==> config.mk <==
export PLATFORM = sky130hd
export DESIGN_NAME = obstacle_spawner
export DESIGN_NICKNAME = d
export VERILOG_FILES = /design/src/rtl/obstacle_spawner.sv
export SDC_FILE = /design/constraint.sdc
export NUM_CORES = 1
export LEC_CHECK = 0
export CAP_MARGIN = 0
export CORE_UTILIZATION = 50
export CTS_CLUSTER_SIZE = 12
export DETAILED_ROUTE_END_ITERATION = 8
export GPL_TIMING_DRIVEN = 0
export PLACE_DENSITY = 0.83
export SYNTH_ARGS = -nofsm -noshare
export SYNTH_HDL_FRONTEND = slang
export SYNTH_SLANG_ARGS = --single-unit
==> constraint.sdc <==
create_clock -name clk_i -period 4.55 [get_ports clk_i]
set_input_delay 0.6825 -clock clk_i [delete_from_list [all_inputs] [get_ports clk_i]]
set_output_delay 0.6825 -clock clk_i [all_outputs]
set_load 0.05 [all_outputs]
==> src/rtl/obstacle_spawner.sv <==
// -----------------------------------------------------------------------------
// obstacle_spawner
//
// Spawn scheduler for the Dino-run obstacle stream. It asks the random
// generator for exactly one advance per obstacle. The current random word
// picks the obstacle type and the frame gap that comes before the obstacle.
// When the gap has elapsed, the block offers the obstacle to the renderer
// over a valid/ready handshake.
//
// Ports:
//   clk_i          system clock; all logic on the rising edge
//   rst_i          synchronous reset, active-high
//   run_i          game running; low = paused or game over
//   tick_i         one-cycle frame tick pulse
//   rand_i[15:0]   current random word from the generator
//   lfsr_next_o    one-cycle request to advance the generator (DRAW only)
//   spawn_valid_o  spawn request valid (SPAWN only)
//   spawn_ready_i  renderer accepts the spawn
//   spawn_type_o   0 small cactus, 1 large cactus, 2 cactus group, 3 bird
//   spawn_count_o  obstacles accepted since reset; saturates at 255
//
// Parameters:
//   MIN_GAP   minimum frame ticks between draw and spawn (>= 1)
//   GAP_BITS  number of random LSBs added to MIN_GAP
//             (MIN_GAP + 2**GAP_BITS - 1 must fit in 8 bits)
// -----------------------------------------------------------------------------
module obstacle_spawner #(
  parameter int MIN_GAP  = 16,
  parameter int GAP_BITS = 6
) (
  input  logic        clk_i,
  input  logic        rst_i,
  input  logic        run_i,
  input  logic        tick_i,
  input  logic [15:0] rand_i,
  output logic        lfsr_next_o,
  output logic        spawn_valid_o,
  input  logic        spawn_ready_i,
  output logic [1:0]  spawn_type_o,
  output logic [7:0]  spawn_count_o
);

  typedef enum logic [1:0] {
    ST_IDLE  = 2'd0,
    ST_DRAW  = 2'd1,
    ST_GAP   = 2'd2,
    ST_SPAWN = 2'd3
  } state_t;

  state_t      r_state;
  logic [7:0]  r_gap;         // frame ticks still to wait in GAP
  logic [1:0]  r_type;        // type drawn for the pending obstacle
  logic [1:0]  r_spawn_type;  // type presented to the renderer
  logic [7:0]  r_count;

  logic [7:0]  w_gap_init;
  logic        w_unused_rand;

  // Gap length drawn from the random LSBs, zero-extended onto MIN_GAP.
  assign w_gap_init = 8'(MIN_GAP) + 8'(rand_i[GAP_BITS-1:0]);

  // Bits between the gap field and the type field carry no meaning here.
  assign w_unused_rand = ^rand_i[13:GAP_BITS];

  // Both handshake-side strobes are pure decodes of the state register,
  // so no input reaches an output through combinational logic.
  assign lfsr_next_o   = (r_state == ST_DRAW);
  assign spawn_valid_o = (r_state == ST_SPAWN);
  assign spawn_type_o  = r_spawn_type;
  assign spawn_count_o = r_count;

  always_ff @(posedge clk_i) begin
    if (rst_i) begin
      r_state      <= ST_IDLE;
      r_gap        <= 8'd0;
      r_type       <= 2'd0;
      r_spawn_type <= 2'd0;
      r_count      <= 8'd0;
    end else begin
      case (r_state)
        ST_IDLE: begin
          if (run_i) begin
            r_state <= ST_DRAW;
          end
        end

        // Single cycle: the generator advance is requested while the
        // present word is captured, so the word used is the pre-advance one.
        // A tick arriving here is deliberately not counted.
        ST_DRAW: begin
          r_gap   <= w_gap_init;
          r_type  <= rand_i[15:14];
          r_state <= run_i ? ST_GAP : ST_IDLE;
        end

        // Pause wins over a coincident tick; the remaining gap is abandoned
        // and a fresh one is drawn on resume.
        ST_GAP: begin
          if (!run_i) begin
            r_state <= ST_IDLE;
          end else if (tick_i) begin
            r_gap <= r_gap - 8'd1;
            if (r_gap == 8'd1) begin
              r_state      <= ST_SPAWN;
              r_spawn_type <= r_type;
            end
          end
        end

        // Valid is held until accepted, regardless of run_i or tick_i.
        ST_SPAWN: begin
          if (spawn_ready_i) begin
            if (r_count != 8'hFF) begin
              r_count <= r_count + 8'd1;
            end
            r_state <= run_i ? ST_DRAW : ST_IDLE;
          end
        end

        default: r_state <= ST_IDLE;
      endcase
    end
  end

endmodule

==> results of run 1 <==
==> flip-flops by register name, summed over array words and instances, names as in the netlist <==
| name | flops |
|---|---|
| r_gap | 8 |
| spawn_type_o | 2 |
| r_state | 2 |
| spawn_count_o | 8 |
| r_type | 2 |
==> worst max-delay path, delay by kind of cell (launching register included) <==
family	cells	cell delay, ns
simple gates	1	0.16
buf+inv	2	1.11
flops	1	0.47
==> report_power, final <==
part	internal [mW]	switching, mW
sequential	0.201	0.00925
combinational	0.0335	0.0400
clock	0.0310	0.0609
total	0.265	0.110
==> layer usage <==
layer	wire, µm	vias up
li1	-	579
met5	0	-
met3	140	5
met4	48	0
met2	1395	39
met1	1320	555
==> cells by family after synthesis <==
kind of cell	count (synthesis)	share of synthesized area [%]
buffers and inverters	9	3.075
adders and majority gates	4	4.242
muxes	6	5.196
xor gates and xnor gates	2	1.485
DFF	22	37.33
AOI/OAI and AO/OA	33	18.56
and+or+nand+nor	69	30.12
==> cell usage after synthesis <==
cell and number:
a211oi_1 3, buf_2 2, or3_1 1, a21oi_1 10
nand3_2 1, inv_1 4, xnor2_1 1, xor2_1 1
or2_1 1, a31oi_4 1, nor4b_1 1, and2b_1 1
or4_1 1, nor2_1 23, nor3b_1 2, o31ai_1 2
nor4_1 2, and3_1 1, nor2b_1 3, clkbuf_1 2
a31oi_1 3, or4b_2 1, a31o_2 1, nand3_1 8
a22oi_1 1, dfxtp_1 22, buf_1 1, and4_1 1
a2bb2oi_1 1, ha_1 4, mux2i_1 5, o41ai_1 1
nor4bb_1 1, o21ai_0 7, o211ai_1 1, nor3_1 6
nand4_1 3, mux2_2 1, nand2_1 9, nand2b_1 1
and2_1 2, o21bai_1 2
==> how the worst max path moves through the flow <==
stage	from	to	slack, ns	cells past startpoint
2_1_floorplan	spawn_count_o[0]	spawn_count_o[1]	2.65	5
5_1_grt	r_state[0]	lfsr_next_o	1.75	3
6_report	r_state[0]	lfsr_next_o	1.82	3
3_3_place_gp	spawn_ready_i	spawn_count_o[7]	2.20	5
3_5_place_dp	spawn_ready_i	spawn_count_o[7]	2.16	5
4_1_cts	r_state[0]	lfsr_next_o	1.82	3
==> final cells by class <==
cell class	count	area, µm²
clock buffers	3	22.52
well taps	28	35.03
multi-input cells	114	703.2
repair buffers	24	240.2
flip-flops and latches	22	440.4
inverters	4	15.01
fillers	206	734.5
plain buffers	5	21.27
==> through the flow <==
| step | total power [mW] | cells | worst slack (ns) | instance area, µm² | hold slack (ns) |
|---|---|---|---|---|---|
| CTS | 0.3760 | 200 | 1.817 | 1478 | 0.5256 |
| global route | 0.3901 | 200 | 1.752 | 1478 | 0.5525 |
| detailed placement | 0.2859 | 197 | 2.158 | 1455 | 0.4974 |
| floorplan | 0.2591 | 145 | 2.647 | 1180 | 0.4596 |
| finish | 0.3756 | 200 | 1.817 | 1478 | 0.5210 |
| global placement | 0.2828 | 197 | 2.198 | 1455 | 0.4731 |
==> cell usage in the layout (no fill, tap or decap), types with 2 or more instances in the layout <==
cell,Yosys,routed
a211oi_1,3,3
a21oi_1,10,10
a31oi_1,3,3
and2_1,2,2
buf_2,2,2
clkbuf_1,2,2
clkbuf_4,0,3
clkdlybuf4s50_1,0,24
dfxtp_1,22,22
ha_1,4,4
inv_1,4,4
mux2i_1,5,5
nand2_1,9,9
nand3_1,8,8
nand4_1,3,3
nor2_1,23,23
nor2b_1,3,3
nor3_1,6,6
nor3b_1,2,2
nor4_1,2,2
o21ai_0,7,7
o21bai_1,2,2
o31ai_1,2,2
==> impl_metrics.toml, run 1 <==
[layout]
area_delta_synth_final_pct = 25.24
antenna_cells = 0
drive_gt1_share_pct = 5.814
nNetsFinal = 199
final_util_pct = 66.80

[setup_path]
path_max_fanout = 10
end_kind = "output port"
arrival_ns = 2.05
cp_cell_sequence = "nor2b_1 -> buf_2 -> clkdlybuf4s50_1"
required_ns = 3.87
cp-start-kind = "flop"
critical-path-slowest-cell = "clkdlybuf4s50_1"
cpPeakStageDelay_ns = 0.85
reg2regPathDepth = 5
worstReg2RegEnd = "spawn_count_o[1]"
critical_path_class = "flop to output port"
r2r-start = "spawn_count_o[0]"
r2r_slack_ns = 2.77

[route]
drcViolationCount = 0
vias = 1178
drtAntennaViolNets = 0
wl_per_cell_um = 14.53
drt_pass1_iterations = 4
first_iter_violations = 30
viasPerCell = 5.890
wl_mm = 2.905

[power_and_ir_drop]
p_leak_nw = 0.5270
irDropWorstVdd_v = 0.0001864
p_per_area_mw_per_mm2 = 254.2

[synthesis]
ys_seq_area_share_pct = 37.33
ys_warn_count = 0
yosysTopAreaCell = "dfxtp_1"
synthesis.nets = 170
synth_cell_types = 42
syn_area_mm2 = 0.001180
synth_cells = 145
ys_ff_latch = 22
yosys.area.top_type_share_pct = 37.33
synth_area_leaders = "dfxtp_1, nor2_1, a21oi_1, ha_1, mux2i_1"
avgSynthCellArea_um2 = 8.137

[global_routing]
overflow = 0
busiest_layer = "met2"
use_met3_pct = 4.242
use_met1_pct = 31.16
grt_antenna_before_repair = 0
grt_pass1_wl_mm = 4.830
met2_usage_pct = 41.33
track_usage_pct = 24.97
grt_max_degree = 12
grt_pass1_vias = 1098

[timing]
rsz0062_at_grt = "false"
fin_crit_sh_pct = 60.06
slew_violations = 0
fin_setup_tns_ns = 0
skew_ns = 0.01018
max_freq_mhz = 365.9
hold_viol_final = 0
tightest_slew_ns = 0.5706
max_slew_margin_pct = 61.67
finalSetupViolCount = 0
min_period_ns = 2.733

[run]
drv_cap = 0

[cts]
root_buffer = "clkbuf_4"
cts_buffer_depth = 2
cts_setup_buffers = 0
cts_max_level = 1
clkLatencyLatePin_ns = 0.32
clk_pin_slew_ns = 0.13
cts_hold_buf = 0
cts_inserted_buffers = 3
cts_resized = 0
clock_sinks = 22
cts_tree = "yes"

[floorplan]
io_pins = 33
design.core.area_mm2 = 0.002212
fp.dieW_um = 50.58
die_y_um = 50.58
dieArea_mm2 = 0.002558
fp-row-count = 17
start_util_pct = 53.34

[min_path]
hold_path.class = "flop to flop"
min_from = "r_type[0]"
hold_path_end = "spawn_type_o[0]"
hold_depth = 2

[place]
numPortBuffers = 24
place_congestion = 0.8808
dp_hpwl_mm = 2.088

[outcome]
outcome = "complete, no violations"
Power figures use the tool's default switching activity.
==> inputs of run 2 (changes only) <==
--- a/config.mk
+++ b/config.mk
@@ -6,11 +6,11 @@
 export NUM_CORES = 1
 export LEC_CHECK = 0
 export CAP_MARGIN = 0
-export CORE_UTILIZATION = 50
+export CORE_UTILIZATION = 47
 export CTS_CLUSTER_SIZE = 12
 export DETAILED_ROUTE_END_ITERATION = 8
 export GPL_TIMING_DRIVEN = 0
-export PLACE_DENSITY = 0.83
+export PLACE_DENSITY = 0.79
 export SYNTH_ARGS = -nofsm -noshare
 export SYNTH_HDL_FRONTEND = slang
 export SYNTH_SLANG_ARGS = --single-unit
==> constraint.sdc (replaced) <==
create_clock -name clk_i -period 2.75 [get_ports clk_i]
set_input_delay 0.4125 -clock clk_i [delete_from_list [all_inputs] [get_ports clk_i]]
set_output_delay 0.4125 -clock clk_i [all_outputs]
set_load 0.05 [all_outputs]
==> run 2 against run 1 <==
- critical path depth unchanged
- cell count increased by 0.50%
- register-to-register slack got worse by 1.8 ns
- largest cell class unchanged
- clock skew increased by 0.0033 ns
- final area increased by 0.93%
- clock-buffer cell count increased by 1
- combinational power increased by 66%
- setup slack got worse by 1.5 ns
- clock power increased by 97%
- die area increased by 6.1%
- first-iteration DRC count increased by 60%
- core utilization decreased by 1.9 points
- critical path type unchanged
==> impl_metrics.toml, run 2 (synthesized netlist as in run 1, its figures left out) <==
[global_routing]
overflow = 0
grt_pass1_wl_mm = 4.636
track_usage_pct = 23.19
grt_antenna_before_repair = 0
grt_pass1_vias = 1106
grt_max_degree = 13

[cts]
cts_resized = 0
clock_sinks = 22
cts_max_level = 1
cts_inserted_buffers = 3
cts_hold_buf = 0
cts_buffer_depth = 2
clk_pin_slew_ns = 0.11
clkLatencyLatePin_ns = 0.31
cts_tree = "yes"
cts_setup_buffers = 0
root_buffer = "clkbuf_4"

[run]
drv_cap = 0

[floorplan]
fp.dieW_um = 52.11
start_util_pct = 51.36
io_pins = 33
die_y_um = 52.11
dieArea_mm2 = 0.002715
fp-row-count = 17
design.core.area_mm2 = 0.002297

[timing]
skew_ns = 0.01350
tightest_slew_ns = 0.6599
fin_setup_tns_ns = 0
fin_crit_sh_pct = 88.65
rsz0062_at_grt = "false"
slew_violations = 0
max_freq_mhz = 410.2
hold_viol_final = 0
finalSetupViolCount = 0
min_period_ns = 2.438
max_slew_margin_pct = 55.67

[setup_path]
cpPeakStageDelay_ns = 0.85
required_ns = 2.34
path_max_fanout = 10
cp-start-kind = "flop"
cp_cell_sequence = "nor2b_1 -> buf_2 -> clkdlybuf4s50_1"
end_kind = "output port"
arrival_ns = 2.03
critical-path-slowest-cell = "clkdlybuf4s50_1"
critical_path_class = "flop to output port"

[layout]
final_common_cell = "clkdlybuf4s50_1"
antenna_cells = 0
area_delta_synth_final_pct = 26.41
drive_gt1_share_pct = 6.358
final_cell_mix = "clkdlybuf4s50_1, nor2_1, dfxtp_1"
final_cells = 201
nNetsFinal = 199

[power_and_ir_drop]
p_per_area_mw_per_mm2 = 436.2
irDropWorstVdd_v = 0.0003813
p_leak_nw = 0.5342
p_switching_mw = 0.1818
p_int_mw = 0.4687
power_frac_clock_pct = 27.8
power.total_mw = 0.6505
swShare_pct = 27.94
pwr-share-comb_pct = 18.8
p_seq_share_pct = 53.4

[route]
drt_pass1_iterations = 4
first_iter_violations = 48
wl_met2_mm = 1.206
drcViolationCount = 0
wl_met3_um = 250
viasPerCell = 5.900
wl_per_cell_um = 13.59
vias = 1186
top_layer = "met4"
wl_mm = 2.732
drtAntennaViolNets = 0
wl_met1_mm = 1.257

[outcome]
outcome = "complete, no violations"

[min_path]
hold_path.class = "flop to flop"

[place]
place_inst = 197
dp_hpwl_mm = 1.969
place_congestion = 0.8271
numPortBuffers = 24
## run 2: cell types whose count changed in the layout (fill, tap and decap cells not counted), sizes merged
cell	previous run	this run
clkbuf	5	6
## run 2: cell type report
cell class,count,area (µm²)
timing repair buffer,24,240.2
sequential,22,440.4
clock buffer,4,36.28
tap,28,35.03
multi-input combinational,114,703.2
inverter,4,15.01
buffer,5,21.27
fill,210,805.8
## run 2: power groups by stage
stage | Sequential (mW) | Clock [mW] | Combinational (mW)
floorplan | 0.350 | 0 | 0.0782
global placement | 0.353 | 0 | 0.115
detailed placement | 0.354 | 0 | 0.119
CTS | 0.346 | 0.185 | 0.120
global route | 0.349 | 0.196 | 0.135
finish | 0.347 | 0.181 | 0.122
## run 2: per-layer routing
metal,vias up,GRT usage [%]
li1,583,-
met2,54,38.03
met5,-,0
met3,2,7.018
met1,547,28.78
met4,0,7.207
## run 2: per-stage QoR
| stage | hold slack, ns | utilization, % | cell area (µm²) | setup WS, ns |
|---|---|---|---|---|
| after floorplan | 0.4596 | - | 1180 | 0.8468 |
| after global placement | 0.4734 | 63.34 | 1455 | 0.6637 |
| after detailed placement | 0.4916 | 63.34 | 1455 | 0.6493 |
| after CTS | 0.5182 | 64.92 | 1491 | 0.3079 |
| after global routing | 0.5499 | 64.92 | 1491 | 0.1728 |
| final | 0.5109 | 64.92 | 1491 | 0.3122 |
## run 2: worst max-delay path: cells and delay by family (launching register included)
kind | cells | cell delay, ns
buffers and inverters | 2 | 1.11
flip-flops | 1 | 0.45
AND/OR/NAND/NOR | 1 | 0.16
## run 2: worst paths after layout
path	end	startpoint	slack, ns	cells past startpoint
setup reg to reg	r_gap[6]	r_gap[0]	0.95	5
setup / recovery	lfsr_next_o	r_state[0]	0.31	3
hold reg to reg	spawn_type_o[0]	r_type[0]	0.51	2
hold / removal	spawn_type_o[0]	r_type[0]	0.51	2
